===== src/rtl/npu_pkg.sv =====
// Shared NPU definitions: FSM encoding, counter width and
// elaboration-time helpers for the popcount datapath.
package npu_pkg;

   typedef enum logic [1:0] {
      IDLE = 2'd0,
      RUN  = 2'd1,
      DONE = 2'd2
   } state_t;

   localparam int CNT7_IN = 7;

   function automatic int ceil_div(input int a, input int b);
      return (a + b - 1) / b;
   endfunction

endpackage


===== src/rtl/adder7_3.sv =====
// 7:3 counter: returns the ones-count of x1..x7 as
// {cout, carry, sum} with weights 4, 2, 1.
module adder7_3 (
   input  logic x1,
   input  logic x2,
   input  logic x3,
   input  logic x4,
   input  logic x5,
   input  logic x6,
   input  logic x7,
   output logic sum,
   output logic carry,
   output logic cout
);

   logic s1, c1, s2, c2, c3;

   // Full-adder tree: two 3:2 stages, then merge the weight-2 carries
   assign s1 = x1 ^ x2 ^ x3;
   assign c1 = (x1 & x2) | (x1 & x3) | (x2 & x3);
   assign s2 = x4 ^ x5 ^ x6;
   assign c2 = (x4 & x5) | (x4 & x6) | (x5 & x6);

   assign sum   = s1 ^ s2 ^ x7;
   assign c3    = (s1 & s2) | (s1 & x7) | (s2 & x7);
   assign carry = c1 ^ c2 ^ c3;
   assign cout  = (c1 & c2) | (c1 & c3) | (c2 & c3);

endmodule


===== src/rtl/popcnt7_seq.sv =====
// Sequential popcount: one 7:3 counter swept over the captured
// vector, 7 bits per cycle, with valid/ready on both sides.
module popcnt7_seq
   import npu_pkg::*;
#(
   parameter int WIDTH = 49
) (
   input  logic                         clk,
   input  logic                         reset_n,
   input  logic                         in_valid,
   output logic                         in_ready,
   input  logic [WIDTH-1:0]             in_vec,
   input  logic                         flush,
   output logic                         out_valid,
   input  logic                         out_ready,
   output logic [$clog2(WIDTH+1)-1:0]   out_count,
   output logic                         busy
);

   localparam int NCHUNK = ceil_div(WIDTH, CNT7_IN);
   localparam int PW     = NCHUNK * CNT7_IN;
   localparam int CW     = $clog2(WIDTH + 1);
   localparam int IW     = (NCHUNK > 1) ? $clog2(NCHUNK) : 1;
   localparam logic [IW-1:0] LAST = IW'(NCHUNK - 1);

   state_t          state, state_nx;
   logic [PW-1:0]   sreg;
   logic [CW-1:0]   acc;
   logic [CW-1:0]   acc_nx;
   logic [IW-1:0]   idx;
   logic [2:0]      cnt;
   logic            accept;
   logic            last;

   // Low 7 bits of the shift register are always the current chunk
   adder7_3 u_cnt (
      .x1    (sreg[0]),
      .x2    (sreg[1]),
      .x3    (sreg[2]),
      .x4    (sreg[3]),
      .x5    (sreg[4]),
      .x6    (sreg[5]),
      .x7    (sreg[6]),
      .sum   (cnt[0]),
      .carry (cnt[1]),
      .cout  (cnt[2])
   );

   assign accept = in_valid & in_ready;
   assign last   = (idx == LAST);
   assign acc_nx = acc + CW'(cnt);

   assign in_ready  = (state == IDLE);
   assign out_valid = (state == DONE);
   assign busy      = (state == RUN) || (state == DONE);

   always_ff @(posedge clk or negedge reset_n) begin
      if (!reset_n) begin
         state <= IDLE;
      end else begin
         state <= state_nx;
      end
   end

   always_comb begin
      state_nx = state;
      unique case (state)
         IDLE:    if (accept)    state_nx = RUN;
         RUN:     if (last)      state_nx = DONE;
         DONE:    if (out_ready) state_nx = IDLE;
         default:                state_nx = IDLE;
      endcase
      if (flush) state_nx = IDLE;
   end

   always_ff @(posedge clk or negedge reset_n) begin
      if (!reset_n) begin
         sreg      <= '0;
         acc       <= '0;
         idx       <= '0;
         out_count <= '0;
      end else if (flush) begin
         sreg <= '0;
         acc  <= '0;
         idx  <= '0;
      end else begin
         unique case (state)
            IDLE: begin
               if (accept) begin
                  sreg <= PW'(in_vec);
                  acc  <= '0;
                  idx  <= '0;
               end
            end
            RUN: begin
               sreg <= sreg >> CNT7_IN;
               acc  <= acc_nx;
               idx  <= idx + IW'(1);
               if (last) out_count <= acc_nx;
            end
            default: ;
         endcase
      end
   end

endmodule

===== config.mk =====
export PLATFORM = sky130hd
export DESIGN_NAME = popcnt7_seq
export DESIGN_NICKNAME = d
export VERILOG_FILES = /design/src/rtl/npu_pkg.sv /design/src/rtl/adder7_3.sv /design/src/rtl/popcnt7_seq.sv
export SDC_FILE = /design/constraint.sdc
export NUM_CORES = 1
export LEC_CHECK = 0
export ABC_CLOCK_PERIOD_IN_PS = 2700
export CAP_MARGIN = 0
export CORE_UTILIZATION = 40
export DETAILED_ROUTE_END_ITERATION = 16
export PLACE_DENSITY = 0.67
export SKIP_LAST_GASP = 1
export SLEW_MARGIN = 10
export SYNTH_ARGS = -nofsm -noshare
export SYNTH_HDL_FRONTEND = slang
export SYNTH_HIERARCHICAL = 1
export SYNTH_SLANG_ARGS = --single-unit

===== constraint.sdc =====
create_clock -name clk -period 2.7 [get_ports clk]
set_clock_uncertainty 0.15 [all_clocks]
set_input_delay 0.54 -clock clk [delete_from_list [all_inputs] [get_ports clk]]
set_output_delay 0.54 -clock clk [all_outputs]
set_load 0.01 [all_outputs]

==> impl_metrics.csv, run 1 <==
group,metric,value,unit
status,run_status,"finished with violations",
status,violations,"setup timing",
critical_path,cp_max_fo,3,
critical_path,crit_top_cell,"fa_1",
timing,relSlewSlack,56.28,%
power,powerDensity,778.1,nW/um2
cts,clockBufferDepth,2,
power,max-vdd-ir-drop,0.4050,mV
place,gp_congestion,0.8010,
min_path,min_path_type,"input pin to asynchronous set/reset pin",
floorplan,core,7767,um2
timing,finalSetupViolations,10,
critical_path,reg2regPathDepth,10,
cts,cts_root_buffer,"clkbuf_8",
critical_path,crit_path_end_kind,"register",
detailed_routing,remaining_drc_errors,0,
critical_path,r2r_slack,-0.33,ns
detailed_routing,post_drt_wl_per_cell,13.97,um
power,seqPwrFrac,39.0,%
layout,nNetsFinal,423,
critical_path,r2r_end,"acc[3]",
yosys,synth_area,3217,um2
yosys,synth-seq-cells,66,
timing,fmaxAchievable,0.3301,GHz
cts,clkTransAtPathRegs,0.07,ns
place,port-buffer-count,62,
critical_path,worst_setup_path_start_kind,"register",
critical_path,crit_chain,"fa_1, inv_1, fa_2, inv_2, fa_1, ha_1, a211oi_2, o21bai_4, a21oi_2, o21ai_1",
critical_path,cp_top_family,"adder cells",
place,dp_hpwl,4486,um
floorplan,die_y,91.68,um
power,p_sw,0.001008,W
detailed_routing,drtPass1Iterations,8,
place,post-place-cells,445,
timing,finalHoldViolCount,0,
critical_path,crit_buf_inv,2,
yosys,syn_nets,357,
cts,htree_num_levels,3,
layout,diodes,0,
cts,clkLatencyLatePin,0.33,ns
critical_path,crit_path_max_incr_delay,0.54,ns
detailed_routing,ant_nets,0,
critical_path,r2r-start,"sreg[5]",
timing,fin_hold_ws,0.01413,ns
yosys,syn_avg_cell_area,11.09,um2
power,power_frac_comb,30.5,%
cts,hold_buffers,0,
layout,nFillCells,693,
critical_path,cp_slowest_cell,"fa_1",
run,max_cap_violations,0,
detailed_routing,vias_per_cell,5.114,
timing,tightest_slew,0.6557,ns
yosys,netlist_instances,290,
floorplan,start_util,41.41,%
critical_path,critPathLaunch,"sreg[5]",
timing,worst_slack,-0.3298,ns
layout,final_layout_size_suffix_gt1_share,13.02,%
yosys,yosysWarnings,6,
critical_path,crit_type,"register to register",
cts,cts-buffers-inserted,9,
timing,rsz0062_at_grt,"yes",
global_routing,grt_max_degree,67,
floorplan,io_pins,63,
detailed_routing,drtIter0Drc,135,
layout,final_cell_count_no_fill,463,
critical_path,cp.required,2.81,ns
power,power_frac_clock,30.5,%
timing,period_minus_slack,3.030,ns
power,intPower,0.002328,W
timing,fin_crit_sh,112.2,%
detailed_routing,vias,2368,
global_routing,grt_pass1_wl,11240,um
floorplan,die_w,91.68,um
yosys,synth_cell_types,34,
detailed_routing,drt_wl_total,6468,um
layout,syn_to_final_growth,33.29,%
floorplan,num_rows,32,
cts,clock-sinks,66,
floorplan,die-area,8404,um2
yosys,seq_area_frac_synth,51.34,%
power,sw_frac_of_total,30.23,%
global_routing,grt_pass1_vias,2340,
cts,cts_tree,"built",
power,p_leak,1.942,nW
global_routing,grt_usage,17.27,%
timing,slew_violations,0,
layout,post-route-util,55.20,%
global_routing,grt.overflow.total,0,
critical_path,arrival,3.14,ns
global_routing,antenna_found_initial,0,
## what timing repair did
| action | CTS | global route |
|---|---|---|
| endpoints found under the setup margin | 10 | 10 |
| resized for setup | 3 | 5 |
| pin swaps | 1 | 6 |
| buffers inserted | 2 | 0 |
## stage by stage
step / TNS, ns / total power (W) / cell area [um2] / setup WS (ns)
after floorplan: -1.037 / 0.002033 / 3238 / -0.2073
after global placement: -1.885 / 0.002302 / 3999 / -0.2742
after detailed placement: -2.213 / 0.002333 / 3999 / -0.3197
after CTS: -2.209 / 0.003374 / 4265 / -0.3283
after global routing: -3.100 / 0.003543 / 4288 / -0.4384
final: -2.083 / 0.003336 / 4288 / -0.3298
## metal layers
| layer | vias to the layer above | track usage, % | share of wire (%) |
|---|---|---|---|
| met1 | 1129 | 23.19 | 47 |
| met3 | 2 | 6.053 | 5.8 |
| met5 | - | 0 | 0 |
| met4 | 0 | 4.365 | 0.57 |
| met2 | 64 | 26.69 | 47 |
| li1 | 1173 | - | - |
## cell usage after synthesis
cell | n | area share (%)
or2_1 | 1 | 0.19
mux2_2 | 2 | 0.70
o21ai_0 | 12 | 1.9
a22o_1 | 9 | 2.5
nand3_1 | 1 | 0.16
ha_1 | 8 | 3.1
a31oi_1 | 1 | 0.19
or3_1 | 1 | 0.19
o211ai_1 | 1 | 0.23
nand2b_1 | 4 | 0.78
o21ai_1 | 1 | 0.16
a21oi_2 | 1 | 0.27
buf_4 | 1 | 0.23
nand3b_1 | 1 | 0.23
a222oi_1 | 13 | 4.0
o21a_1 | 1 | 0.23
o31ai_1 | 30 | 7.0
nor3b_1 | 1 | 0.23
a21oi_1 | 3 | 0.47
nand2_1 | 40 | 4.7
and2_1 | 1 | 0.19
xnor2_1 | 4 | 1.1
a211oi_1 | 1 | 0.23
inv_1 | 26 | 3.0
o21bai_1 | 1 | 0.23
buf_6 | 2 | 0.70
nor2b_4 | 1 | 0.43
dfrtp_1 | 66 | 51
buf_2 | 12 | 1.9
nor2_1 | 3 | 0.35
mux2i_1 | 29 | 9.0
clkbuf_1 | 6 | 0.70
fa_1 | 5 | 3.1
a211o_1 | 1 | 0.27
## cell usage in the layout (no fill, tap or decap), types with 9 or more instances in the layout
cell / instances
dfrtp_1: 66
clkdlybuf4s50_1: 61
nand2_1: 40
o31ai_1: 30
mux2i_1: 29
inv_1: 24
a222oi_1: 13
buf_4: 12
clkbuf_8: 11
a22o_1: 9
## flip-flops by register name (all words and copies together), names as in the netlist
signal     cells
idx            3
state          2
out_count      6
sreg          49
acc            6
## worst max path at each step
stage                               to  slack (ns)  depth (start not counted)
after floorplan           out_count[3]       -0.21                         10
after global placement    out_count[3]       -0.27                         10
after detailed placement        acc[3]       -0.32                         10
after CTS                       acc[3]       -0.33                         10
after global routing            acc[3]       -0.44                         10
final                           acc[3]       -0.33                         10
## logic make-up after synthesis
logic type      Yosys count  share of synthesized area, %
buf+inv                  47                         6.534
fa+ha+maj                13                         6.224
compound gates           75                         17.66
simple gates             54                         7.429
mux                      31                         9.724
xor+xnor                  4                         1.089
flops                    66                         51.34
## power groups by stage
stage | registers [W] | clock network, W | logic, W
after global placement | 0.00131 | 0 | 0.000991
final | 0.00130 | 0.00102 | 0.00102
after floorplan | 0.00129 | 0 | 0.000745
after detailed placement | 0.00132 | 0 | 0.00101
after global routing | 0.00133 | 0.00108 | 0.00113
after CTS | 0.00130 | 0.00105 | 0.00103
## final cells by class
type	instances	area [um2]	area share [%]
sequential	66	1652	38.52
timing repair buffer	76	745.7	17.39
inverter	26	97.59	2.276
clock inverter	5	100.1	2.334
clock buffer	11	151.4	3.531
tap	102	127.6	2.976
multi-input combinational	177	1414	32.97
(Power assumes the default switching activity.)
==> inputs of run 2 (changes only) <==
--- a/config.mk
+++ b/config.mk
@@ -7,9 +7,12 @@
 export LEC_CHECK = 0
 export ABC_CLOCK_PERIOD_IN_PS = 2700
 export CAP_MARGIN = 0
+export CORE_ASPECT_RATIO = 0.75
+export CORE_MARGIN = 5
 export CORE_UTILIZATION = 40
 export DETAILED_ROUTE_END_ITERATION = 16
 export PLACE_DENSITY = 0.67
+export RECOVER_POWER = 50
 export SKIP_LAST_GASP = 1
 export SLEW_MARGIN = 10
 export SYNTH_ARGS = -nofsm -noshare
==> impl_metrics.csv, run 2 (synthesized netlist as in run 1, its figures left out) <==
group,metric,value,unit
status,run_status,"finished with violations",
status,violations,"capacitance limit, slew limit, setup timing",
timing,period_minus_slack,3.061,ns
layout,post-route-util,53.52,%
cts,cts_tree,"built",
layout,nNetsFinal,421,
global_routing,grt.overflow.total,0,
run,max_cap_violations,1,
floorplan,die_w,113.6,um
critical_path,cp_max_fo,2,
detailed_routing,vias,2343,
timing,rsz0062_at_grt,"yes",
global_routing,grt_pass1_vias,2494,
timing,relSlewSlack,-8.041,%
place,dp_hpwl,4734,um
floorplan,die-area,9954,um2
power,sw_frac_of_total,32.11,%
cts,cts-buffers-inserted,9,
global_routing,antenna_found_initial,0,
timing,worst_slack,-0.3614,ns
detailed_routing,post_drt_wl_per_cell,15.00,um
layout,fin_area,4200,um2
critical_path,cp.required,2.76,ns
detailed_routing,drtPass1Iterations,5,
power,p_sw,0.001008,W
critical_path,cp_slowest_cell,"fa_1",
detailed_routing,drt_wl_total,6932,um
floorplan,io_pins,63,
cts,cts_root_buffer,"clkbuf_8",
timing,finalHoldViolCount,0,
cts,clkTransAtPathRegs,0.07,ns
timing,fin_crit_sh,113.4,%
floorplan,start_util,40.99,%
detailed_routing,vias_per_cell,5.071,
critical_path,crit_chain,"fa_1, inv_2, fa_2, inv_2, fa_1, buf_4, fa_2, a21oi_2, nor2_1, xnor2_1, o21ai_1",
power,p_leak,1.894,nW
place,port-buffer-count,62,
timing,tightest_slew,1.621,ns
global_routing,grt_max_degree,68,
timing,finalSetupViolations,10,
floorplan,die_y,87.67,um
detailed_routing,drtIter0Drc,208,
timing,setup_tns,-2.739,ns
critical_path,crit_type,"register to register",
layout,largest_reg_flops,49,
layout,final_layout_size_suffix_gt1_share,12.04,%
layout,final_common_cell,"dfrtp_1",
critical_path,crit_path_end_kind,"register",
timing,fmaxAchievable,0.3266,GHz
cts,clkLatencyLatePin,0.34,ns
power,max-vdd-ir-drop,0.2948,mV
detailed_routing,remaining_drc_errors,0,
power,power_frac_comb,32.6,%
place,post-place-cells,446,
layout,final_cell_count_no_fill,462,
critical_path,arrival,3.13,ns
layout,diodes,0,
critical_path,crit_path_max_incr_delay,0.55,ns
min_path,min_path_type,"register to register",
place,pre_cts_slack,-0.3385,ns
place,placed_cell_area,3988,um2
cts,clockBufferDepth,2,
global_routing,grt_pass1_wl,11850,um
critical_path,worst_setup_path_start_kind,"register",
layout,syn_to_final_growth,30.57,%
cts,clock-sinks,66,
cts,htree_num_levels,3,
detailed_routing,ant_nets,0,
power,intPower,0.002130,W
layout,registers.top_by_ff_count,"sreg",
power,power_frac_clock,25.9,%
layout,final_cell_mix,"66 x dfrtp_1, 61 x clkdlybuf4s50_1, 40 x nand2_1, 30 x o31ai_1, 29 x mux2i_1",
global_routing,grt_usage,15.11,%
place,gp_congestion,0.7633,
power,seqPwrFrac,41.5,%
floorplan,num_rows,28,
power,powerDensity,747.1,nW/um2
layout,reg_top3,"sreg x49, acc x6, out_count x6",
timing,slew_violations,67,
floorplan,core,7848,um2
run 2: worst paths after layout:
path,start,to,slack (ns),cells after the start
max in group asynchronous,reset_n,sreg[22],0.90,2
hold reg to reg,sreg[38],sreg[38],0.33,2
min in group asynchronous,reset_n,sreg[9],0.56,2
setup reg to reg,sreg[5],out_count[4],-0.36,11
setup / recovery,sreg[5],out_count[4],-0.36,11
hold / removal,sreg[38],sreg[38],0.33,2
run 2: final cells by class:
| cell class | count | area, um2 |
|---|---|---|
| clock buffer | 11 | 151.4 |
| clock inverter | 3 | 40.04 |
| fill | 715 | 3647 |
| inverter | 26 | 97.59 |
| multi-input combinational | 177 | 1413 |
| sequential | 66 | 1652 |
| tap | 105 | 131.4 |
| timing repair buffer | 74 | 715.7 |
run 2: power groups by stage:
stage | combinational [W] | clock (W) | sequential (W)
2_1_floorplan | 0.000745 | 0 | 0.00129
3_3_place_gp | 0.000998 | 0 | 0.00131
3_5_place_dp | 0.00102 | 0 | 0.00132
4_1_cts | 0.00103 | 0.000837 | 0.00130
5_1_grt | 0.00115 | 0.000890 | 0.00133
6_report | 0.00102 | 0.000814 | 0.00130
run 2: through the flow:
stage	power, W	hold WS, ns
final	0.003138	0.3263
after global routing	0.003367	0.3536
after CTS	0.003172	0.06717
after detailed placement	0.002339	0.3178
after global placement	0.002313	0.3090
after floorplan	0.002033	0.09441
run 2: what timing repair did:
action	CTS	global route
hold buffers	0	0
setup buffers	1	1
gates cloned	0	0
setup endpoints to repair	10	10
pin swaps	7	6
gates resized for setup	2	7
run 2: metal layers:
| layer | vias to the layer above | share of wire (%) | track usage, % |
|---|---|---|---|
| met2 | 66 | 45 | 22.93 |
| met3 | 4 | 7.9 | 6.768 |
| met1 | 1107 | 47 | 20.09 |
| met5 | - | 0 | 0 |
| met4 | 0 | 0.38 | 3.384 |
| li1 | 1166 | - | - |
run 2: worst max-delay path: cells and delay by family, from the launching register on:
kind	cells	cell delay [ns]
fa+ha+maj	4	1.64
xor+xnor	1	0.20
compound gates	2	0.22
flops	1	0.40
simple gates	1	0.06
buf+inv	3	0.25
